===== src/rtl/seq_pkg.sv =====
// Shared definitions for the sequence generator and detector: state codes and
// the filler LFSR (x^7 + x^6 + 1) constants.
package seq_pkg;

  localparam logic [1:0] ST_IDLE = 2'b00;
  localparam logic [1:0] ST_SEND = 2'b01;
  localparam logic [1:0] ST_GAP  = 2'b10;
  localparam logic [1:0] ST_DONE = 2'b11;

  localparam logic [6:0] LFSR_SEED = 7'h01;
  localparam logic [6:0] LFSR_TAPS = 7'b110_0000;

  // Fibonacci step: output is bit 6, feedback enters at bit 0.
  function automatic logic [6:0] lfsr_step(input logic [6:0] s);
    return {s[5:0], ^(s & LFSR_TAPS)};
  endfunction

endpackage


===== src/rtl/seq_bit_tick.sv =====
// Bit-period divider: `tick` marks the last clock of every BIT_DIV-clock bit,
// `tick_pre` says that the next clock will carry a tick.
module seq_bit_tick #(
  parameter int BIT_DIV = 1
) (
  input  logic clk,
  input  logic rst,
  input  logic clr,
  output logic tick,
  output logic tick_pre
);

  generate
    if (BIT_DIV == 1) begin : g_bypass
      logic unused_in;
      assign unused_in = clk ^ rst ^ clr;
      assign tick      = 1'b1;
      assign tick_pre  = 1'b1;
    end else begin : g_div
      localparam int CW = $clog2(BIT_DIV);
      logic [CW-1:0] cnt_reg;

      always_ff @(posedge clk or negedge rst) begin
        if (!rst)
          cnt_reg <= '0;
        else if (clr || cnt_reg == CW'(BIT_DIV - 1))
          cnt_reg <= '0;
        else
          cnt_reg <= cnt_reg + 1'b1;
      end

      assign tick     = (cnt_reg == CW'(BIT_DIV - 1));
      assign tick_pre = !clr && (cnt_reg == CW'(BIT_DIV - 2));
    end
  endgenerate

endmodule


===== src/rtl/seq_gen.sv =====
// Serial pattern transmitter feeding the sequence detector. Define
// SEQ_GEN_PRBS_EN to fill inter-frame gaps with LFSR bits instead of IDLE_LVL.
import seq_pkg::*;

module seq_gen #(
  parameter int   PATTERN_W = 4,
  parameter int   CNT_W     = 4,
  parameter int   GAP_W     = 4,
  parameter int   BIT_DIV   = 1,
  parameter logic IDLE_LVL  = 1'b0
) (
  input  logic                 clk,
  input  logic                 rst,
  input  logic                 start,
  input  logic [PATTERN_W-1:0] pattern,
  input  logic [CNT_W-1:0]     repeat_n,
  input  logic [GAP_W-1:0]     gap_n,
  output logic                 signal,
  output logic                 frame_done,
  output logic                 done,
  output logic [1:0]           outlet,
  output logic                 led
);

  localparam int BC_W = $clog2(PATTERN_W);
  localparam logic [BC_W-1:0] BIT_LAST = BC_W'(PATTERN_W - 1);

  logic [1:0]           state_reg, state_next;
  logic [PATTERN_W-1:0] pat_reg, pat_next, shift_reg, shift_next;
  logic [BC_W-1:0]      bit_cnt_reg, bit_cnt_next;
  logic [CNT_W-1:0]     frame_cnt_reg, frame_cnt_next;
  logic [GAP_W-1:0]     gap_lat_reg, gap_lat_next, gap_cnt_reg, gap_cnt_next;
  logic signal_reg, signal_next, frame_done_reg, frame_done_next;
  logic done_reg, done_next, led_reg, led_next;
  logic tick, tick_pre, clr, gap_bit;

  assign clr = (state_reg == ST_IDLE) || (state_reg == ST_DONE);

  seq_bit_tick #(.BIT_DIV(BIT_DIV)) u_tick (
    .clk      (clk),
    .rst      (rst),
    .clr      (clr),
    .tick     (tick),
    .tick_pre (tick_pre)
  );

`ifdef SEQ_GEN_PRBS_EN
  logic [6:0] lfsr_reg, lfsr_next;
  assign lfsr_next = (state_reg == ST_GAP && tick) ? lfsr_step(lfsr_reg) : lfsr_reg;
  assign gap_bit   = lfsr_next[6];

  always_ff @(posedge clk or negedge rst) begin
    if (!rst) lfsr_reg <= LFSR_SEED;
    else      lfsr_reg <= lfsr_next;
  end
`else
  assign gap_bit = IDLE_LVL;
`endif

  always_ff @(posedge clk or negedge rst) begin
    if (!rst) begin
      state_reg      <= ST_IDLE;
      pat_reg        <= '0;
      shift_reg      <= '0;
      bit_cnt_reg    <= '0;
      frame_cnt_reg  <= '0;
      gap_lat_reg    <= '0;
      gap_cnt_reg    <= '0;
      signal_reg     <= IDLE_LVL;
      frame_done_reg <= 1'b0;
      done_reg       <= 1'b0;
      led_reg        <= 1'b0;
    end else begin
      state_reg      <= state_next;
      pat_reg        <= pat_next;
      shift_reg      <= shift_next;
      bit_cnt_reg    <= bit_cnt_next;
      frame_cnt_reg  <= frame_cnt_next;
      gap_lat_reg    <= gap_lat_next;
      gap_cnt_reg    <= gap_cnt_next;
      signal_reg     <= signal_next;
      frame_done_reg <= frame_done_next;
      done_reg       <= done_next;
      led_reg        <= led_next;
    end
  end

  always_comb begin
    state_next     = state_reg;
    pat_next       = pat_reg;
    shift_next     = shift_reg;
    bit_cnt_next   = bit_cnt_reg;
    frame_cnt_next = frame_cnt_reg;
    gap_lat_next   = gap_lat_reg;
    gap_cnt_next   = gap_cnt_reg;
    case (state_reg)
      ST_IDLE: if (start) begin
        state_next     = ST_SEND;
        pat_next       = pattern;
        shift_next     = pattern;
        bit_cnt_next   = BIT_LAST;
        frame_cnt_next = repeat_n;
        gap_lat_next   = gap_n;
      end
      ST_SEND: if (tick) begin
        if (bit_cnt_reg != '0) begin
          shift_next   = shift_reg << 1;
          bit_cnt_next = bit_cnt_reg - 1'b1;
        end else if (frame_cnt_reg == '0) begin
          state_next = ST_DONE;
        end else begin
          frame_cnt_next = frame_cnt_reg - 1'b1;
          if (gap_lat_reg != '0) begin
            state_next   = ST_GAP;
            gap_cnt_next = gap_lat_reg - 1'b1;
          end else begin
            shift_next   = pat_reg;
            bit_cnt_next = BIT_LAST;
          end
        end
      end
      ST_GAP: if (tick) begin
        if (gap_cnt_reg != '0) begin
          gap_cnt_next = gap_cnt_reg - 1'b1;
        end else begin
          state_next   = ST_SEND;
          shift_next   = pat_reg;
          bit_cnt_next = BIT_LAST;
        end
      end
      default: state_next = ST_IDLE;
    endcase
  end

  // Outputs are decoded from next-state values so they can be registered
  // without adding a cycle of latency.
  always_comb begin
    case (state_next)
      ST_SEND: signal_next = shift_next[PATTERN_W-1];
      ST_GAP:  signal_next = gap_bit;
      default: signal_next = IDLE_LVL;
    endcase
    frame_done_next = (state_next == ST_SEND) && (bit_cnt_next == '0) && tick_pre;
    done_next       = (state_next == ST_DONE);
    led_next        = (state_next == ST_SEND) || (state_next == ST_GAP);
  end

  assign signal     = signal_reg;
  assign frame_done = frame_done_reg;
  assign done       = done_reg;
  assign outlet     = state_reg;
  assign led        = led_reg;

endmodule


===== config.mk =====
export PLATFORM = sky130hd
export DESIGN_NAME = seq_gen
export DESIGN_NICKNAME = d
export VERILOG_FILES = /design/src/rtl/seq_pkg.sv /design/src/rtl/seq_bit_tick.sv /design/src/rtl/seq_gen.sv
export SDC_FILE = /design/constraint.sdc
export NUM_CORES = 1
export LEC_CHECK = 0
export ABC_AREA = 1
export CELL_PAD_IN_SITES_DETAIL_PLACEMENT = 1
export CELL_PAD_IN_SITES_GLOBAL_PLACEMENT = 2
export CORE_UTILIZATION = 34
export DETAILED_ROUTE_END_ITERATION = 10
export HOLD_SLACK_MARGIN = 0.12
export PLACE_DENSITY_LB_ADDON = 0.08
export SLEW_MARGIN = 25
export SYNTH_ARGS = -nofsm -noshare
export SYNTH_HDL_FRONTEND = slang
export SYNTH_HIERARCHICAL = 1
export SYNTH_SLANG_ARGS = --single-unit

===== constraint.sdc =====
create_clock -name clk -period 4 [get_ports clk]
set_input_delay 1.2 -clock clk [delete_from_list [all_inputs] [get_ports clk]]
set_output_delay 1.2 -clock clk [all_outputs]
set_load 0.005 [all_outputs]

-- After elaboration in Yosys (flattened, before gate mapping)
Cells that the tools add are included.
- register bits after elaboration: 28
- bits of input ports: 15
- output and inout bits: 6
- logic and storage cells: 72
- $add $sub $neg: 4
- equality and inequality tests: 13
- muxes and demuxes: 28
- reduce and logical (&&, ||, !) cells: 15
- operators by type and width (cell ; count):
    4-bit two-way mux ; 12
    2-bit two-way mux ; 10
    4-bit one-hot mux with 2 select lines ; 2
    2-bit inequality test, second input constant ; 6
    2-bit one-hot mux with 3 select lines ; 2
    4-bit one-hot mux with 3 select lines ; 1
    4-bit by 1-bit subtractor with 4-bit output, second input constant ; 3
    5-bit AND reduction ; 2
    4-bit nonzero test ; 2
    2-bit == test, second input constant ; 3
    3-bit inequality test, second input constant ; 2
    2-bit nonzero test ; 3
    2-bit by 1-bit == test with 1-bit output, second input constant ; 2
    2-bit zero test ; 2
    4-bit zero test ; 1
    4-bit AND reduction ; 1
    3-bit nonzero test ; 1
    2-bit AND reduction ; 1
    2-bit by 1-bit subtractor with 2-bit output, second input constant ; 1
    1-bit logical AND ; 1
    1-bit logical OR ; 1
    1-bit two-way mux ; 1

-- Logic depth before layout (Yosys ltp)
Gate-level depths: netlist (run 1).
- word-level depth: 7
- mapped depth: 11
- mapped depth without buffers: 11

-- Hierarchy
The synthesis (run 1) kept the hierarchy.
- modules (own cells, without submodules) (module ; times used ; cells each ; area an instance (um2) ; sequential area each (um2)):
    seq_gen ; 1 ; 218 ; 1630.3 ; 700.7
    seq_bit_tick ; 1 ; 3 ; 18.8 ; 0.0

-- Worst setup path before layout (run 1)
No wires, ideal clock.
- path kind: input-to-reg
- start: input start
- end: register frame_done_reg (netlist: frame_done)
- library setup time: 125 ps
- data arrival time: 2070 ps
- required time: 3875 ps
- setup slack: 1805 ps
- stages on the path: 8
- buffers on the path: 0
- cells stage by stage: nand2_1 -> nand2_1 -> a31oi_1 -> a21oi_1 -> ha_1 -> nand2_1 -> nor2_1 -> nor2b_1
- cells in the longest elaborated chain, start to end: 4
- elaborated cells on any way between the ends: 7
- classes of those cells: eq/ne: 1; mux: 4; reduce/logical: 2
- RTL lines (element ; line ; RTL):
    start, declared ; seq_gen.sv:14 ; input logic start,
    2-bit two-way mux ; seq_gen.sv:97 ; ST_IDLE: if (start) begin
    2-bit one-hot mux with 3 select lines ; seq_gen.sv:96 ; case (state_reg)
    via state_next[0] ; seq_gen.sv:28 ; logic [1:0] state_reg, state_next;
    2-bit by 1-bit == test with 1-bit output ; seq_gen.sv:143 ; frame_done_next = (state_next == ST_SEND) && (bit_cnt_next == '0) && tick_pre;
    1-bit logical AND ; seq_gen.sv:143 ;
    via frame_done_next ; seq_gen.sv:33 ; logic signal_reg, signal_next, frame_done_reg, frame_done_next;
    end signal, assigned ; seq_gen.sv:82 ; frame_done_reg <= frame_done_next;
    end, declared ; seq_gen.sv:33 ;
The timed path passes the listed nets, and every way through them passes these cells.
A chain may end at the register's enable or synchronous reset.

-- Worst setup path in the final report (run 1)
Same ends and word-level chain as after synthesis.

==> impl_metrics.json, run 1 <==
{
  "path_clk_slew_ns": 0.10,
  "gp_congestion": 0.864,
  "crit_arrival_ns": 2.90,
  "rows": 24,
  "vias": 1417,
  "cts_max_path_buffers": 2,
  "p_leak_nw": 0.971,
  "nets": 264,
  "cts_root_buf": "clkbuf_8",
  "dp_hpwl_um": 3150,
  "postSynthAreaPerCell_sq_um": 7.48,
  "via_per_inst": 4.85,
  "drcViolationCount": 0,
  "rr_startpoint": "outlet[0]",
  "hold_path_end": "pat_reg[1]",
  "p_per_area_nw_per_um2": 786,
  "whs_path_depth": 2,
  "slowest_delay_ns": 0.48,
  "cts_tree": "yes",
  "power_mw": 1.53,
  "status": "complete, no violations",
  "rr_worst_depth": 10,
  "wl_per_cell_um": 13.8,
  "post-cts-setup-buffer-count": 0,
  "layout_commonest_cell": "nand2_1",
  "clkSinkCount": 28,
  "holdCritStartpoint": "pat_reg[1]",
  "postRouteAntennaNets": 0,
  "start_util_pct": 36.5,
  "drt_first_iter_violations": 40,
  "drive_gt1_share_pct": 9.17,
  "grt_usage_pct": 17.8,
  "utilization_pct": 43.3,
  "antenna_found_initial": 0,
  "die_area_sq_um": 5120,
  "routed_wl_um": 4040,
  "tns_ns": 0,
  "critPathSlowestCell": "clkdlybuf4s50_1",
  "port_buffers": 20,
  "postCtsResizedCells": 0,
  "numCtsBuffers": 3,
  "drt_first_pass_iters": 3,
  "cp-end-kind": "register",
  "peakVddDrop_mv": 0.292,
  "crit_family": "simple AND/OR/NAND/NOR gates",
  "grt_pass1_wl_um": 7180,
  "diodes": 0,
  "post-route-period-util_pct": 67.1,
  "first_global_vias": 1547,
  "crit_path_max_fanout": 8,
  "grt_max_degree": 29,
  "htree_levels": 1,
  "postCtsHoldBufs": 0,
  "critPathKind": "in2reg",
  "drv_slew": 0,
  "die_height_um": 71.6,
  "critPathBufInv": 1,
  "grt_overflow": 0,
  "syn_area_sq_um": 1650,
  "io_pins": 21,
  "ys.warnings.count": 6,
  "r2r_setup_slack_ns": 1.75,
  "dieWidth_um": 71.6,
  "rsz0062_at_grt": "false",
  "fmax_mhz": 373,
  "synth_cells": 220,
  "area_growth_pct": 18.5,
  "timing.rr.end": "frame_done",
  "hold_class": "reg2reg",
  "period_needed_ns": 2.68,
  "worstPathCellList": "clkdlybuf4s50_1, nand2_1, nand2_1, a31oi_1, a21oi_1, ha_1, nand2_1, nor2_1, nor2b_1",
  "cp-start-kind": "input port",
  "layout_common_cells": "72 x nand2_1, 28 x dfrtp_1, 21 x inv_1",
  "clock_latency_ns": 0.28,
  "setup_viol": 0,
  "finalClockSkew_ns": 0.00202,
  "drv_cap": 0,
  "finalHoldViolations": 0,
  "core-area_sq_um": 4500,
  "cp_common_cell": "nand2_1",
  "required_ns": 4.22
}
worst reg2reg max path, stage by stage (launching register included):
cell and delay (ns):
dfrtp_1 0.44, inv_1 0.10, ha_1 0.42, nand4_1 0.21, nand2_1 0.15, a31oi_1 0.06, a21oi_1 0.29, ha_1 0.23
nand2_1 0.06, nor2_1 0.08, nor2b_1 0.13
worst max-delay path by stage:
stage          cells past startpoint  slack (ns)  start          to
2_1_floorplan                      8        1.80  start  frame_done
3_3_place_gp                       9        1.17  start  frame_done
3_5_place_dp                       9        1.02  start  frame_done
4_1_cts                            9        1.29  start  frame_done
5_1_grt                            9        1.14  start  frame_done
6_report                           9        1.32  start  frame_done
cell type report:
class	instances	area (sq um)
Clock buffer	3	41.3
Clock inverter	1	30.0
Fill cell	582	2550
Inverter	26	97.6
Multi-Input combinational cell	161	807
Sequential cell	28	701
Tap cell	52	65.1
Timing Repair Buffer	21	208
stage by stage:
| stage | area (sq um) | instances | worst slack, ns | hold WS, ns |
|---|---|---|---|---|
| CTS | 1950 | 292 | 1.29 | 0.502 |
| floorplan | 1650 | 221 | 1.80 | 0.449 |
| finish | 1950 | 292 | 1.32 | 0.496 |
| global route | 1950 | 292 | 1.14 | 0.523 |
| global placement | 1880 | 288 | 1.17 | 0.467 |
| detailed placement | 1880 | 288 | 1.02 | 0.471 |
routing by layer:
layer / vias to the layer above / track usage (%) / part of all wire (%)
li1: 727 / - / -
met1: 668 / 23.2 / 47
met2: 16 / 30.8 / 49
met3: 6 / 3.23 / 2.6
met4: 0 / 4.14 / 1.3
met5: - / 0 / 0
report_power, final:
part / internal [mW] / switching [mW]
Sequential: 0.415 / 0.0742
Clock: 0.134 / 0.0953
Combinational: 0.299 / 0.515
Total: 0.848 / 0.684
No activity file was read; power rests on OpenSTA's default activity.
==> run 2: changes to the inputs <==
CORE_UTILIZATION = 31   (was 34)
clock period = 2.7 ns   (was 4 ns; I/O delays follow)
==> run 2 against run 1 <==
Net effect: core utilization down 5.1 points; largest cell class unchanged; sequential cell count unchanged; hold slack worse by 0.0092 ns; critical path depth up 1; first-iteration DRC count up 50%; global-route usage down 1.2 points; worst setup slack worse by 0.77 ns.
==> impl_metrics.json, run 2 (synthesis results as in run 1) <==
{
  "status": "complete, no violations",
  "rr_worst_depth": 10,
  "path_clk_slew_ns": 0.10,
  "drt_first_pass_iters": 4,
  "drt_first_iter_violations": 60,
  "vias": 1421,
  "rr_startpoint": "outlet[0]",
  "seq_power_share_pct": 33.9,
  "area_growth_pct": 18.5,
  "clkSinkCount": 28,
  "post-route-period-util_pct": 79.7,
  "antenna_found_initial": 0,
  "grt_pass1_wl_um": 6910,
  "dieWidth_um": 74.9,
  "port_buffers": 20,
  "drcViolationCount": 0,
  "timing.rr.end": "frame_done",
  "cts_tree": "yes",
  "cts_root_buf": "clkbuf_8",
  "cts_max_path_buffers": 2,
  "setup_viol": 0,
  "via_per_inst": 4.58,
  "tns_ns": 0,
  "rsz0062_at_grt": "false",
  "layout_commonest_cell": "nand2_1",
  "drive_gt1_share_pct": 9.17,
  "fin_area_sq_um": 1950,
  "p_per_area_nw_per_um2": 1100,
  "post-cts-setup-buffer-count": 0,
  "power_frac_clock_pct": 10.8,
  "finalHoldViolations": 0,
  "required_ns": 2.92,
  "holdWs_ns": 0.487,
  "hold_path_end": "pat_reg[0]",
  "crit_path_max_fanout": 12,
  "met2_usage_pct": 29.1,
  "start_util_pct": 32.2,
  "die_height_um": 74.9,
  "numCtsBuffers": 3,
  "power_frac_comb_pct": 55.4,
  "hold_class": "reg2reg",
  "first_global_vias": 1477,
  "power_mw": 2.15,
  "whs_path_depth": 2,
  "grt_max_degree": 29,
  "drv_cap": 0,
  "cp-start-kind": "register",
  "layout_common_cells": "72 x nand2_1, 28 x dfrtp_1, 21 x inv_1",
  "finalClockSkew_ns": 0.00870,
  "netSwitchingPower_mw": 0.984,
  "dp_hpwl_um": 3250,
  "crit_arrival_ns": 2.37,
  "postRouteAntennaNets": 0,
  "core-area_sq_um": 5110,
  "grt_overflow": 0,
  "p_leak_nw": 0.962,
  "grtUsageMet3_pct": 2.14,
  "die_area_sq_um": 5600,
  "holdCritStartpoint": "pat_reg[0]",
  "wl_per_cell_um": 12.9,
  "critPathKind": "reg2reg",
  "gp_congestion": 0.772,
  "swShare_pct": 45.8,
  "cp-end-kind": "register",
  "nets": 265,
  "grt_usage_pct": 16.6,
  "htree_levels": 1,
  "p_int_mw": 1.16,
  "place_area_sq_um": 1910,
  "busiest_layer": "met2",
  "r2r_setup_slack_ns": 0.55,
  "diodes": 0,
  "rows": 26,
  "period_needed_ns": 2.15,
  "postCtsHoldBufs": 0,
  "use_met1_pct": 21.1,
  "routed_wl_um": 4010,
  "fmax_mhz": 465,
  "peakVddDrop_mv": 0.424,
  "clock_latency_ns": 0.28,
  "io_pins": 21,
  "fillers": 660,
  "drv_slew": 0,
  "postCtsResizedCells": 0
}
-- run 2: cell types whose count changed in the layout (fill, tap and decap cells not counted), sizes merged --
| cell | previous run | this run |
|---|---|---|
| buf | 1 | 2 |
| bufinv | 1 | 0 |
-- run 2: final cells by class --
class	count	area, sq um	share of cell area, %
Timing Repair Buffer	22	215	11.0
Inverter	26	97.6	5.01
Multi-Input combinational cell	161	807	41.4
Sequential cell	28	701	35.9
Tap cell	70	87.6	4.49
Clock buffer	3	41.3	2.12
-- run 2: worst max-delay path, cell delays in order (launching register included) --
cell	delay (ns)
dfrtp_1	0.43
inv_1	0.10
ha_1	0.42
nand4_1	0.21
nand2_1	0.14
a31oi_1	0.05
a21oi_1	0.25
ha_1	0.22
nand2_1	0.06
nor2_1	0.09
nor2b_1	0.12
-- run 2: how the worst max path moves through the flow --
stage                          from         end  cells after the start
after floorplan               start  frame_done                      8
after global placement        start  frame_done                      9
after detailed placement      start  frame_done                      9
after CTS                 outlet[0]  frame_done                     10
after global routing      outlet[0]  frame_done                     10
final                     outlet[0]  frame_done                     10
-- run 2: metal layers --
layer,vias up,share of wire [%]
met3,5,2.2
met2,14,48
met5,-,0
met1,673,48
met4,0,1.4
li1,729,-
-- run 2: power groups by stage --
| stage | clock [mW] | sequential [mW] | combinational [mW] |
|---|---|---|---|
| 6_report | 0.231 | 0.727 | 1.19 |
| 5_1_grt | 0.253 | 0.760 | 1.38 |
| 4_1_cts | 0.241 | 0.730 | 1.22 |
| 3_5_place_dp | 0 | 0.737 | 1.21 |
| 3_3_place_gp | 0 | 0.725 | 1.17 |
| 2_1_floorplan | 0 | 0.712 | 0.889 |
-- run 2: per-stage QoR --
step,instances,utilization (%),setup slack (ns)
6_report,310,38.2,0.548
5_1_grt,310,38.2,0.299
4_1_cts,310,38.2,0.508
3_5_place_dp,307,37.4,0.348
3_3_place_gp,307,37.4,0.413
2_1_floorplan,221,-,0.895
